## src/rtl/mult_pkg.sv

```systemverilog
// Purpose: shared state encoding, sizing helpers and parameter check for the iterative multiplier.
// Latency: n/a (types and constant functions only).
// Backpressure: n/a.
package mult_pkg;

    localparam int DEF_WIDTH = 32;
    localparam int DEF_KBITS = 2;

    typedef enum logic [1:0] {
        IDLE = 2'd0,
        RUN  = 2'd1,
        DONE = 2'd2
    } mult_state_e;

    // Number of digit iterations needed to consume the whole multiplier.
    function automatic int n_iter(input int width, input int kbits);
        return width / kbits;
    endfunction

    // Counter width for the digit index.
    function automatic int cnt_w(input int width, input int kbits);
        return (width / kbits) > 1 ? $clog2(width / kbits) : 1;
    endfunction

    // Radix must be 2, 4 or 16, and the digit size must tile the operand exactly.
    function automatic bit params_ok(input int width, input int kbits);
        return (kbits == 1 || kbits == 2 || kbits == 4) &&
               (width >= 2 * kbits) && ((width % kbits) == 0);
    endfunction

endpackage

```

## src/rtl/mult_iter_param_if.sv

```systemverilog
// Purpose: start/abort/operand request and product/valid/busy response bundle of the multiplier.
// Latency: n/a (wiring only).
// Backpressure: requester must hold off while BUSY is high; starts during BUSY are dropped.
interface mult_iter_param_if
    import mult_pkg::*;
#(
    parameter int WIDTH = DEF_WIDTH
);
    logic                 MST;
    logic                 MABORT;
    logic                 MSGNA;
    logic                 MSGNB;
    logic [WIDTH-1:0]     SRCA;
    logic [WIDTH-1:0]     SRCB;
    logic [2*WIDTH-1:0]   PROD;
    logic                 PRODV;
    logic                 BUSY;

    modport master (
        output MST, MABORT, MSGNA, MSGNB, SRCA, SRCB,
        input  PROD, PRODV, BUSY
    );

    modport slave (
        input  MST, MABORT, MSGNA, MSGNB, SRCA, SRCB,
        output PROD, PRODV, BUSY
    );
endinterface

```

## src/rtl/mult_digit_pp.sv

```systemverilog
// Purpose: one radix-2^KBITS partial product, optional negative weight on the digit MSB.
// Latency: combinational.
// Backpressure: none.
module mult_digit_pp #(
    parameter int WIDTH = 32,
    parameter int KBITS = 2
) (
    input  logic [2*WIDTH-1:0] a_i,
    input  logic [KBITS-1:0]   dig_i,
    input  logic               neg_msb_i,
    output logic [2*WIDTH-1:0] pp_o
);
    // Sum (or subtract, for the sign bit of a signed multiplier) the shifted multiplicand per set digit bit.
    always_comb begin
        pp_o = '0;
        for (int i = 0; i < KBITS; i++) begin
            if (dig_i[i]) begin
                if ((i == KBITS - 1) && neg_msb_i) begin
                    pp_o = pp_o - (a_i << i);
                end else begin
                    pp_o = pp_o + (a_i << i);
                end
            end
        end
    end
endmodule

```

## src/rtl/mult_iter_param.sv

```systemverilog
// Purpose: iterative WIDTHxWIDTH multiplier, KBITS multiplier bits per cycle, per-operand signedness.
// Latency: PRODV N_ITER cycles after accept (MULT_EARLY_EXIT_EN: stops after highest nonzero digit).
// Backpressure: MST ignored while BUSY; MABORT cancels work and result, wins over MST.
module mult_iter_param
    import mult_pkg::*;
#(
    parameter int WIDTH = DEF_WIDTH,
    parameter int KBITS = DEF_KBITS
) (
    input  logic              CLK,
    input  logic              RST_N,
    mult_iter_param_if.slave  bus
);
    localparam int PW     = 2 * WIDTH;
    localparam int N_ITER = n_iter(WIDTH, KBITS);
    localparam int CNT_W  = cnt_w(WIDTH, KBITS);

    if (!params_ok(WIDTH, KBITS)) begin : g_param_err
        $error("mult_iter_param: KBITS must be 1, 2 or 4 and divide WIDTH");
    end

    mult_state_e        state_q, state_d;
    logic [PW-1:0]      a_sh_q;
    logic [WIDTH-1:0]   b_sh_q;
    logic               sgnb_q;
    logic [PW-1:0]      acc_q, acc_d;
    logic [CNT_W-1:0]   cnt_q;
    logic [PW-1:0]      prod_q;
    logic               prodv_q;

    logic [PW-1:0]      a_ext;
    logic [PW-1:0]      pp;
    logic               last;
    logic               finish;
    logic               accept;

    assign a_ext  = bus.MSGNA ? {{WIDTH{bus.SRCA[WIDTH-1]}}, bus.SRCA}
                              : {{WIDTH{1'b0}}, bus.SRCA};
    assign accept = bus.MST & ~bus.MABORT & (state_q != RUN);
    assign last   = (cnt_q == CNT_W'(N_ITER - 1));

`ifdef MULT_EARLY_EXIT_EN
    // A negative signed multiplier keeps its MSB set, so it can only finish on the last digit.
    assign finish = last | ((b_sh_q >> KBITS) == '0);
`else
    assign finish = last;
`endif

    mult_digit_pp #(
        .WIDTH (WIDTH),
        .KBITS (KBITS)
    ) u_digit_pp (
        .a_i       (a_sh_q),
        .dig_i     (b_sh_q[KBITS-1:0]),
        .neg_msb_i (sgnb_q & last),
        .pp_o      (pp)
    );

    assign acc_d = acc_q + pp;

    // State register.
    always_ff @(posedge CLK or negedge RST_N) begin
        if (!RST_N) begin
            state_q <= IDLE;
        end else begin
            state_q <= state_d;
        end
    end

    // Next state: abort beats everything, otherwise start from IDLE/DONE and finish out of RUN.
    always_comb begin
        state_d = state_q;
        if (bus.MABORT) begin
            state_d = IDLE;
        end else begin
            case (state_q)
                IDLE, DONE: if (bus.MST) state_d = RUN;
                RUN:        if (finish)  state_d = DONE;
                default:    state_d = IDLE;
            endcase
        end
    end

    // Operand capture, shift-and-accumulate datapath and held result.
    always_ff @(posedge CLK or negedge RST_N) begin
        if (!RST_N) begin
            a_sh_q  <= '0;
            b_sh_q  <= '0;
            sgnb_q  <= 1'b0;
            acc_q   <= '0;
            cnt_q   <= '0;
            prod_q  <= '0;
            prodv_q <= 1'b0;
        end else if (bus.MABORT) begin
            prodv_q <= 1'b0;
        end else if (accept) begin
            a_sh_q  <= a_ext;
            b_sh_q  <= bus.SRCB;
            sgnb_q  <= bus.MSGNB;
            acc_q   <= '0;
            cnt_q   <= '0;
            prodv_q <= 1'b0;
        end else if (state_q == RUN) begin
            a_sh_q <= a_sh_q << KBITS;
            b_sh_q <= b_sh_q >> KBITS;
            acc_q  <= acc_d;
            cnt_q  <= cnt_q + 1'b1;
            if (finish) begin
                prod_q  <= acc_d;
                prodv_q <= 1'b1;
            end
        end
    end

    assign bus.PROD  = prod_q;
    assign bus.PRODV = prodv_q;
    assign bus.BUSY  = (state_q == RUN);

endmodule

```

## src/flat_wrapper.sv

```systemverilog
// flat-port wrapper written by rule: the top's interface ports become plain ports
module mult_iter_param_flat import mult_pkg::*;
#(
    parameter int WIDTH = DEF_WIDTH,
    parameter int KBITS = DEF_KBITS
)
  (CLK, RST_N, bus_MST, bus_MABORT, bus_MSGNA, bus_MSGNB, bus_SRCA, bus_SRCB, bus_PROD, bus_PRODV, bus_BUSY);
  mult_iter_param_if #(.WIDTH(WIDTH)) bus_i ();
  input  logic CLK;
  input  logic RST_N;
  input wire logic [$bits(bus_i.MST)-1:0] bus_MST;
  input wire logic [$bits(bus_i.MABORT)-1:0] bus_MABORT;
  input wire logic [$bits(bus_i.MSGNA)-1:0] bus_MSGNA;
  input wire logic [$bits(bus_i.MSGNB)-1:0] bus_MSGNB;
  input wire logic [$bits(bus_i.SRCA)-1:0] bus_SRCA;
  input wire logic [$bits(bus_i.SRCB)-1:0] bus_SRCB;
  output wire logic [$bits(bus_i.PROD)-1:0] bus_PROD;
  output wire logic [$bits(bus_i.PRODV)-1:0] bus_PRODV;
  output wire logic [$bits(bus_i.BUSY)-1:0] bus_BUSY;
  assign bus_i.MST = bus_MST;
  assign bus_i.MABORT = bus_MABORT;
  assign bus_i.MSGNA = bus_MSGNA;
  assign bus_i.MSGNB = bus_MSGNB;
  assign bus_i.SRCA = bus_SRCA;
  assign bus_i.SRCB = bus_SRCB;
  assign bus_PROD = bus_i.PROD;
  assign bus_PRODV = bus_i.PRODV;
  assign bus_BUSY = bus_i.BUSY;
  mult_iter_param #(.WIDTH(WIDTH), .KBITS(KBITS)) u_core (.CLK(CLK), .RST_N(RST_N), .bus(bus_i));
endmodule
```

## config.mk

```make
export PLATFORM = sky130hd
export DESIGN_NAME = mult_iter_param_flat
export DESIGN_NICKNAME = d
export VERILOG_FILES = /design/src/rtl/mult_pkg.sv /design/src/rtl/mult_iter_param_if.sv /design/src/rtl/mult_digit_pp.sv /design/src/rtl/mult_iter_param.sv /design/src/flat_wrapper.sv
export SDC_FILE = /design/constraint.sdc
export NUM_CORES = 1
export LEC_CHECK = 0
export CAP_MARGIN = 10
export CORE_UTILIZATION = 60
export CTS_BUF_LIST = sky130_fd_sc_hd__clkbuf_4
export DETAILED_ROUTE_END_ITERATION = 10
export GPL_TIMING_DRIVEN = 0
export PLACE_DENSITY = 0.9
export SYNTH_ARGS = -nofsm -noshare
export SYNTH_HDL_FRONTEND = slang
export SYNTH_HIERARCHICAL = 1
export SYNTH_SLANG_ARGS = --single-unit
export TNS_END_PERCENT = 1
```

## constraint.sdc

```tcl
create_clock -name CLK -period 7.6 [get_ports CLK]
set_input_delay 1.52 -clock CLK [delete_from_list [all_inputs] [get_ports CLK]]
set_output_delay 1.52 -clock CLK [all_outputs]
set_load 0.03 [all_outputs]
```

==> results_dict.tcl, run 1 <==
set metrics [dict create \
    outcome "complete, no violations" \
    p_int_uw 3440 \
    avgViaCountPerCell 6.38 \
    syn-num-nets 2563 \
    tightest_slew_ps 959 \
    synth-seq-cells 232 \
    grt_pass1_vias 18151 \
    drtIter0Drc 1935 \
    critPathKind "reg -> reg" \
    h-tree-depth 2 \
    net-switching-power_uw 3150 \
    post-route-period-util_pct 97.5 \
    clock_latency_ps 690 \
    fmax_mhz 135 \
    wire_per_inst_um 20.7 \
    finalMaxSlewViolations 0 \
    synth_cells 2364 \
    clock_path_buffers 3 \
    crit_path_start_kind "register" \
    synth_edf_count 0 \
    drv_cap 0 \
    fin_nets 2754 \
    gr-total-overflow 0 \
    ys_top_cells_by_count "nand2_1 (368), dfrtp_1 (232), a21oi_1 (209)" \
    synthDistinctLibCells 84 \
    synth.most_common_cell "nand2_1" \
    coreArea_sq_um 30900 \
    area_delta_synth_final_pct 14.8 \
    clk_root_buffer_cell "clkbuf_4" \
    vias 19102 \
    die-height_um 180 \
    numPortBuffers 135 \
    dr.pass1.iters 6 \
    ys.flop_type "dfrtp_1" \
    p_seq_share_pct 26.1 \
    cts_buffers 55 \
    skew_ps 29.5 \
    die_w_um 180 \
    clkTransAtPathRegs_ps 70 \
    io_pins 136 \
    drive_above_1_share_pct 8.09 \
    ys_top_cells_by_area "dfrtp_1 (30%), ha_1 (8.3%), nand2_1 (7.2%)" \
    cp_slowest_cell "or4_4" \
    initial_core_util_pct 61.7 \
    vdd_drop_max_mv 0.217 \
    dieArea_sq_um 32500 \
    hold_buffers 0 \
    grt_pass1_wl_um 97700 \
    yosysWarnings 6 \
    rsz0062_at_grt "yes" \
    power_frac_clock_pct 16.1 \
    finish.utilization_pct 70.8 \
    cp.required_ps 8160 \
    fin_tns_setup_ps 0 \
    postRouteAntennaNets 0 \
    cts.sinks 232 \
    cts_tree "done" \
    ys_async_sr_fraction_pct 100 \
    path_max_fanout 8 \
    antenna_found_initial 3 \
    avgSynthCellArea_sq_um 8.06 \
    p_leak_uw 0.00997 \
    dp_hpwl_um 48300 \
    p_per_area_nw_per_um2 301 \
    hold_ws_ps 482 \
    combPwrFrac_pct 57.8 \
    globalplace.congestion 1.00 \
    grtUsageTotal_pct 37.7 \
    grt_max_degree 123 \
    drt-total-wl_um 62000 \
    route.detailed.drc 0 \
    hold_viol 0 \
    cp_slowest_stage_delay_ps 570 \
    p_sw_share_pct 47.8 \
    min_path_type "reg -> reg" \
    synth_top_cell_area_share_pct 30.5 \
    min_period_ps 7410 \
    worstPathArrival_ps 7970 \
    synth_area_sq_um 19100 \
    rows 64 \
    yosysTopAreaCell "dfrtp_1" \
    setup_viol 0 \
    yosysSeqAreaShare_pct 30.5 \
    endpoint_kind "register" \
    slew_headroom_pct 36.1 \
]
-- power groups by stage --
| stage | Combinational, uW | Sequential [uW] | Clock (uW) |
|---|---|---|---|
| floorplan | 2620 | 1640 | 0 |
| global placement | 3480 | 1710 | 0 |
| detailed placement | 3560 | 1720 | 0 |
| CTS | 3610 | 1700 | 1080 |
| global route | 4120 | 1740 | 1140 |
| finish | 3810 | 1720 | 1060 |
-- through the flow --
stage          area (sq um)  setup WS, ps  total power [uW]  cells
2_1_floorplan         19100          1140              4260   2364
3_3_place_gp          20900         -4410              5190   2895
3_5_place_dp          20900          -958              5280   2896
4_1_cts               21700          27.1              6400   2993
5_1_grt               21900         -75.7              6990   2994
6_report              21900           192              6590   2994
-- final timing paths --
check	to	depth (start not counted)	slack [ps]	start
max reg2reg	u_core/bus.PROD[61]	28	190	u_core/a_sh_q[22]
min	u_core/bus.PROD[39]	2	480	u_core/bus.PROD[39]
max in group asynchronous	u_core/a_sh_q[56]	2	5620	RST_N
min in group asynchronous	u_core/bus.PROD[0]	1	850	RST_N
max	u_core/bus.PROD[61]	28	190	u_core/a_sh_q[22]
min reg2reg	u_core/bus.PROD[39]	2	480	u_core/bus.PROD[39]
-- repair_timing --
action                                  CTS  global route
resized for setup                        13            50
hold endpoints to repair                  0             0
pin swaps                                 0             4
endpoints found under the setup margin   28            50
buffers inserted                          0             4
cloned                                    0             0
-- layout by cell type (no fill, tap or decap), types with 18 or more instances in the layout --
master and n:
a211oi_1 18, a21o_1 83, a21oi_1 204, a22o_1 62, a22oi_1 59, a31oi_1 21, and2_1 73, clkbuf_1 116
clkbuf_4 73, clkdlybuf4s50_1 134, dfrtp_1 232, ha_1 124, inv_1 35, mux2_2 51, nand2_1 367, nand3_1 33
nand4_1 42, nor2_1 186, nor3_1 39, o21ai_0 142, o21ai_1 21, o21bai_1 31, xnor2_1 134, xor2_1 40
-- kinds of logic after synthesis --
kind of cell	count (synthesis)	synth area share (%)
AO/OA/AOI/OAI	744	25.3
multiplexers	58	3.43
adder cells (fa/ha/maj)	129	8.55
buffers and inverters	179	3.85
XOR/XNOR	175	8.04
AND/OR/NAND/NOR	847	20.4
flip-flops	232	30.5
-- worst max-delay path: cells and delay by family (launching register included) --
family	cells	cell delay, ps
multiplexers	1	270
flip-flops	1	460
AND/OR/NAND/NOR	10	2980
AO/OA/AOI/OAI	10	1900
adder cells (fa/ha/maj)	2	620
XOR/XNOR	3	470
buffers and inverters	2	580
-- layout make-up --
class | instances | area, sq um
Antenna cell | 3 | 7.51
Buffer | 136 | 579
Timing Repair Buffer | 140 | 1410
Sequential cell | 232 | 5810
Multi-Input combinational cell | 1953 | 12700
Clock inverter | 24 | 180
Clock buffer | 73 | 548
Inverter | 37 | 139
Fill cell | 2438 | 9020
Tap cell | 396 | 495
-- routing by layer --
metal / GRT usage (%) / routed length (um)
met1: 56.1 / 27600
met2: 56.1 / 26200
met5: 0 / 0
met3: 5.19 / 6260
met4: 12.4 / 1840
-- registers in the layout, summed over array words and instances, names as in the netlist --
name	count
u_core/a_sh_q	64
u_core/acc_q	64
u_core/bus.PROD	64
u_core/b_sh_q	32
u_core/cnt_q	4
u_core/state_q	2
u_core/bus.PRODV	1
u_core/sgnb_q	1
Note: power is estimated with default switching activity, not from simulation.
==> inputs of run 2 (changes only) <==
- DONT_BUFFER_PORTS: default -> 1
- PLACE_DENSITY: 0.9 -> 0.85
- SLEW_MARGIN: default -> 40
==> results_dict.tcl, run 2 (synthesis gave the netlist of run 1 again) <==
set metrics [dict create \
    crit_top_cell "a21o_1" \
    hold_viol 0 \
    multi_input_area_sq_um 12800 \
    vdd_drop_max_mv 0.242 \
    cts_buffers 56 \
    cp.required_ps 8180 \
    hold_buffers 0 \
    grtUsageTotal_pct 37.9 \
    coreArea_sq_um 30900 \
    min_path_type "reg -> reg" \
    min_period_ps 7540 \
    gr-total-overflow 0 \
    post-route-period-util_pct 99.3 \
    layout_common_cells "nand2_1 (367), dfrtp_1 (232), a21oi_1 (203)" \
    dr.pass1.iters 7 \
    grt_max_degree 233 \
    tightest_slew_ps 930 \
    r2r_cells 26 \
    antenna_found_initial 5 \
    power.total_uw 6540 \
    critPathTopFamily "simple AND/OR/NAND/NOR gates" \
    finalMaxSlewViolations 0 \
    cts_tree "done" \
    critPathKind "reg -> reg" \
    io_pins 136 \
    clk_root_buffer_cell "clkbuf_4" \
    numPortBuffers 0 \
    rrSetupSlack_ps 60 \
    dp.cells 2760 \
    min_from "u_core/sgnb_q" \
    slew_headroom_pct 38.0 \
    avgViaCountPerCell 6.51 \
    crit_start "u_core/a_sh_q[22]" \
    wire_per_inst_um 21.6 \
    path_buf_inv 1 \
    area_delta_synth_final_pct 8.10 \
    clkTransAtPathRegs_ps 70 \
    fin_nets 2619 \
    stdcell_count 2865 \
    h-tree-depth 2 \
    postRouteAntennaNets 0 \
    hold_ws_ps 478 \
    ff_latch_area_sq_um 5810 \
    drv_cap 0 \
    path_max_fanout 8 \
    die-height_um 180 \
    p_per_area_nw_per_um2 317 \
    outcome "complete, no violations" \
    cp_slowest_stage_delay_ps 570 \
    drtIter0Drc 1908 \
    crit_path_start_kind "register" \
    cp.depth 26 \
    dp_hpwl_um 48100 \
    grt_pass1_vias 17781 \
    drt-total-wl_um 62000 \
    final_common_cell "nand2_1" \
    clock_path_buffers 3 \
    rows 64 \
    skew_ps 56.0 \
    drive_above_1_share_pct 9.08 \
    dieArea_sq_um 32500 \
    nFillCells 2611 \
    route.detailed.drc 0 \
    die_w_um 180 \
    endpoint_kind "register" \
    grt_pass1_wl_um 97600 \
    cts.sinks 232 \
    worstPathArrival_ps 8120 \
    initial_core_util_pct 61.7 \
    clock_latency_ps 720 \
    r2r_end "u_core/bus.PROD[60]" \
    fmax_mhz 133 \
    rsz0062_at_grt "yes" \
    endpoint "u_core/bus.PROD[60]" \
    vias 18664 \
    cp_slowest_cell "or4_4" \
    globalplace.congestion 0.974 \
    r2r_start "u_core/a_sh_q[22]" \
    setup_viol 0 \
    p_leak_uw 0.00952 \
]
[run 2: cell count changes in the layout (fill, tap and decap cells not counted), moves of 3 or more]
cell	before	now
clkdlybuf4s50_1	134	0
clkbuf_4	73	80
buf_4	6	10
o21ai_2	2	6
clkbuf_1	116	113
o21ai_0	142	139
[run 2: how the worst min path moves through the flow]
stage	endpoint	slack [ps]	depth (start not counted)
2_1_floorplan	u_core/sgnb_q	440	2
3_3_place_gp	u_core/sgnb_q	460	2
3_5_place_dp	u_core/sgnb_q	460	2
4_1_cts	u_core/acc_q[20]	470	0
5_1_grt	u_core/acc_q[20]	470	0
6_report	u_core/sgnb_q	480	2
[run 2: power by group]
part           internal (uW)  switching [uW]  total, uW
Combinational           1420            2330       3750
Clock                    557             511       1070
Sequential              1460             260       1720
[run 2: area by class of cell]
class	instances	area share [%]
plain buffers	132	2.73
clock inverters	24	0.747
well taps	396	2.40
flip-flops and latches	232	28.2
diodes	3	0.0364
multi-input cells	1953	62.0
repair buffers	8	0.291
clock buffers	80	2.91
inverters	37	0.674
[run 2: layer usage]
metal / share of wire (%) / GRT usage (%)
met3: 9.8 / 6.47
met2: 42 / 54.9
met5: 0.037 / 0
met4: 2.6 / 12.0
met1: 46 / 57.3
[run 2: what timing repair did]
action                     4_1_cts  5_1_grt
buffers inserted                 0        8
setup endpoints to repair       34       37
pin swaps                        0       10
resized for setup               16       54
hold endpoints to repair         0        0
[run 2: stage by stage]
| stage | utilization, % | area [sq um] | setup WS, ps | setup TNS, ps |
|---|---|---|---|---|
| 3_5_place_dp | 63.3 | 19600 | -606 | -8610 |
| 5_1_grt | 66.7 | 20600 | -197 | -1070 |
| 4_1_cts | 66.0 | 20400 | 28.9 | 0 |
| 6_report | 66.7 | 20600 | 56.8 | 0 |
| 3_3_place_gp | 63.3 | 19600 | -995 | -12820 |
| 2_1_floorplan | - | 19100 | 1140 | 0 |
[run 2: worst min-delay path, stage by stage (launching register included)]
cell	delay, ps
dfrtp_1	340
nand2_1	50
nand2_1	60
